==> config.mk <==
export PLATFORM = sky130hd
export DESIGN_NAME = demux_1to4_64
export DESIGN_NICKNAME = d
export VERILOG_FILES = /design/src/rtl/demux_1to4_64.sv
export SDC_FILE = /design/constraint.sdc
export NUM_CORES = 1
export LEC_CHECK = 0
export ABC_AREA = 1
export CORE_MARGIN = 4
export CORE_UTILIZATION = 48
export CTS_BUF_LIST = sky130_fd_sc_hd__clkbuf_4
export CTS_CLUSTER_DIAMETER = 40
export DETAILED_ROUTE_END_ITERATION = 10
export HOLD_SLACK_MARGIN = 0.12
export PLACE_DENSITY_LB_ADDON = 0.25
export SYNTH_ARGS = -nofsm -noshare
export SYNTH_HDL_FRONTEND = slang
export SYNTH_SLANG_ARGS = --single-unit
==> constraint.sdc <==
create_clock -name i_clk -period 11.5 [get_ports i_clk]
set_input_delay 1.15 -clock i_clk [delete_from_list [all_inputs] [get_ports i_clk]]
set_output_delay 1.15 -clock i_clk [all_outputs]
set_load 0.01 [all_outputs]
==> src/rtl/demux_1to4_64.sv <==
// Registered 1-to-4 demultiplexer with a one-entry valid/ready holding register
// per channel; a stalled consumer only blocks words addressed to its own channel.
module demux_1to4_64 #(
   parameter int unsigned WIDTH = 64
) (
   input  logic             i_clk,
   input  logic             i_reset,
   input  logic             i_valid,
   output logic             o_ready,
   input  logic [1:0]       i_select,
   input  logic [WIDTH-1:0] i_data,
   output logic [3:0]       o_valid,
   input  logic [3:0]       i_ready,
   output logic [WIDTH-1:0] o_data_0,
   output logic [WIDTH-1:0] o_data_1,
   output logic [WIDTH-1:0] o_data_2,
   output logic [WIDTH-1:0] o_data_3,
   output logic             o_busy,
   output logic [2:0]       o_count
);

   logic [3:0]       r_full;
   logic [WIDTH-1:0] r_data [4];
   logic [2:0]       r_count;

   logic             w_accept;
   logic [3:0]       w_accept_oh;
   logic [3:0]       w_full_nxt;
   logic [2:0]       w_count_nxt;

   assign o_ready  = !r_full[i_select] | i_ready[i_select];
   assign w_accept = i_valid & o_ready;

   // A channel draining and accepting on the same edge stays full with the new word.
   always_comb begin
      w_accept_oh = '0;
      w_count_nxt = '0;
      for (int unsigned k = 0; k < 4; k++) begin
         w_accept_oh[k] = w_accept && (i_select == 2'(k));
         w_full_nxt[k]  = (r_full[k] & ~i_ready[k]) | w_accept_oh[k];
         w_count_nxt    = w_count_nxt + {2'b00, w_full_nxt[k]};
      end
   end

   always_ff @(posedge i_clk or posedge i_reset) begin
      if (i_reset) begin
         r_full  <= '0;
         r_count <= '0;
         for (int unsigned k = 0; k < 4; k++) begin
            r_data[k] <= '0;
         end
      end else begin
         r_full  <= w_full_nxt;
         r_count <= w_count_nxt;
         for (int unsigned k = 0; k < 4; k++) begin
            if (w_accept_oh[k]) begin
               r_data[k] <= i_data;
            end
         end
      end
   end

   assign o_valid  = r_full;
   assign o_data_0 = r_data[0];
   assign o_data_1 = r_data[1];
   assign o_data_2 = r_data[2];
   assign o_data_3 = r_data[3];
   assign o_count  = r_count;
   assign o_busy   = (r_count != 3'd0);

endmodule

==> results.py <==
metrics = {
    "critical_path": {
        "crit_required_ps": 10350,
        "cpMaxStageDelayCell": "clkdlybuf4s50_1",
        "criticalPathCategory": "in -> out",
        "worstRegToRegCells": 10,
        "cp.arrival_ps": 3930,
        "cp-end-kind": "output port",
        "cp_cell_sequence": "clkdlybuf4s50_1, nor2_4, buf_4, nand2_1, nand2_1, nor2_2, nand2_8, clkdlybuf4s50_1",
        "worstPathMaxFanout": 89,
        "cp_slowest_stage_delay_ps": 680,
        "start_kind": "primary input",
    },
    "floorplan": {
        "die_w_um": 159,
        "pin_count": 338,
        "dieArea_sq_mm": 0.0252,
        "rows": 54,
        "core-area_sq_mm": 0.0221,
        "die_h_um": 159,
        "start_util_pct": 49.3,
    },
    "drt": {
        "ant_nets": 0,
        "wire_per_inst_um": 19.3,
        "dr_total_vias": 10200,
        "first_pass_iters": 5,
        "vias_per_cell": 5.61,
        "routed_wl_um": 35100,
        "drc": 0,
        "drtIter0Drc": 733,
    },
    "global_route": {
        "grt_overflow_total": 0,
        "grt_max_degree": 119,
        "grtUsageTotal_pct": 27.7,
        "grt_pass1_vias": 9904,
        "antenna_found_initial": 1,
        "grt_first_pass_wirelength_um": 55300,
    },
    "power_and_ir_drop": {
        "p_leak_nw": 7.40,
        "p_per_area_mw_per_mm2": 188,
        "ir_drop_mv": 0.0992,
    },
    "cts": {
        "cts_root_buf": "clkbuf_4",
        "cts_buffers": 71,
        "ctsLongestPathBuffers": 3,
        "holdBufCountCts": 0,
        "clkTransAtPathRegs_ps": 60,
        "post_cts_buffers": 0,
        "clock_latency_ps": 650,
        "cts_tree": "built",
        "clkSinkCount": 263,
        "h-tree-depth": 3,
        "ctsResizeCount": 0,
    },
    "placed_design": {
        "place_congestion": 0.821,
        "dp_hpwl_um": 21700,
        "port_buffers": 337,
    },
    "yosys": {
        "synth.avg_cell_area_sq_um": 9.18,
        "syn_inst": 1186,
        "synth-seq-area-share_pct": 60.4,
        "async_flop_share_pct": 100,
        "synth.cells.most_frequent": "nand2_1, dfrtp_1, nand4_1, buf_2, clkbuf_1",
        "yosysTopAreaCellShare_pct": 60.4,
        "synth_ff_type": "dfrtp_1",
        "synth_edf_count": 0,
        "synthTopCellsByArea": "dfrtp_1, nand2_1, nand4_1",
        "syn_nets": 1262,
        "synth_seq_cells": 263,
        "yosysTopAreaCell": "dfrtp_1",
        "synth.distinct_cells": 19,
        "ys_warn_count": 0,
        "yosysMostFrequentCell": "nand2_1",
        "syn_area_sq_mm": 0.0109,
    },
    "timing": {
        "fmax_mhz": 197,
        "final_hold_viol_count": 0,
        "fin_tns_setup_ps": 0,
        "setup_viol": 0,
        "rsz0062_at_grt": "false",
        "tightest_slew_ps": 1020,
        "finalMaxSlewViolations": 0,
        "max-slew-margin-rel_pct": 32.3,
        "skew_ps": 29.0,
        "min_period_ps": 5080,
        "finalCritPeriodShare_pct": 44.1,
        "holdWs_ps": 466,
    },
    "layout": {
        "fin_util_pct": 68.2,
        "layout.nets": 1569,
        "syn_to_final_growth_pct": 38.4,
        "filler_cell_count": 1785,
        "drive_gt1_share_pct": 8.58,
    },
    "flow_run": {
        "drv_cap": 0,
    },
    "worst_hold_path": {
        "min_path_cells": 2,
        "min_path_type": "reg -> reg",
    },
    "outcome": {
        "status": "complete, no violations",
    },
}
[cell type report]
cell class | instances | area [sq um] | share of cell area, %
inverter | 8 | 37.5 | 0.249
multi-input combinational | 801 | 3780 | 25.1
antenna | 1 | 2.50 | 0.0166
tap | 280 | 350 | 2.33
clock inverter | 19 | 106 | 0.706
clock buffer | 100 | 751 | 4.98
sequential | 263 | 6580 | 43.7
timing repair buffer | 348 | 3460 | 22.9
[power breakdown]
part	switching (mW)	internal, mW
Clock	0.379	0.422
Sequential	0.112	1.11
Combinational	0.395	0.411
Total	0.887	1.94
[metrics by stage]
step | cell area (sq um) | std cells | power (mW) | setup WS (ps)
floorplan | 10900 | 1186 | 1.53 | 3110
global route | 15100 | 1820 | 2.99 | 6230
CTS | 15100 | 1819 | 2.85 | 6420
finish | 15100 | 1820 | 2.83 | 6420
global placement | 14200 | 1700 | 2.03 | 5970
detailed placement | 14200 | 1700 | 2.04 | 5930
[cell families after synthesis]
logic type / after synthesis / synth area share [%]
buffers and inverters: 122 / 5.46
AO/OA/AOI/OAI: 4 / 0.184
flip-flops: 263 / 60.4
AND/OR/NAND/NOR: 794 / 33.5
adder cells (fa/ha/maj): 3 / 0.414
[flip-flops by register name, summed over array words and instances (netlist names)]
register and count:
o_count 3, o_data_0 64, o_data_1 64, o_data_2 64, o_data_3 64, o_valid 4
[final timing paths]
path / start / endpoint / slack, ps
worst min register to register: o_data_1[63] / o_data_1[63] / 470
worst max-delay path: i_select[0] / o_ready / 6420
worst min-delay path: o_data_1[63] / o_data_1[63] / 470
worst max register to register: o_valid[1] / o_count[1] / 7980
min in group asynchronous: i_reset / o_data_1[8] / 1030
max in group asynchronous: i_reset / o_data_0[18] / 8130
[layer usage]
metal | GRT usage [%] | wire length, um | vias to the layer above
met3 | 9.43 | 3670 | 64
met4 | 9.95 | 1070 | 0
li1 | - | - | 4691
met1 | 36.5 | 13700 | 4974
met5 | 0 | 0 | -
met2 | 43.2 | 16700 | 481
[cells in the final DEF (no fill, tap or decap), types with 2 or more instances in the layout]
cell	netlist	routed
buf_4	20	11
clkbuf_4	0	100
clkdlybuf4s50_1	0	336
clkinv_1	0	12
clkinvlp_4	0	2
dfrtp_1	263	263
ha_1	2	2
inv_1	6	4
inv_2	2	6
nand2_1	525	525
nand3_1	6	3
nand3_4	0	3
nand4_1	256	256
nor2_4	0	3
o21ai_1	4	4
[critical path: cells and delay by family]
family	cells	cell delay (ps)
simple gates	5	830
buf+inv	3	1900
(Power assumes the default switching activity.)
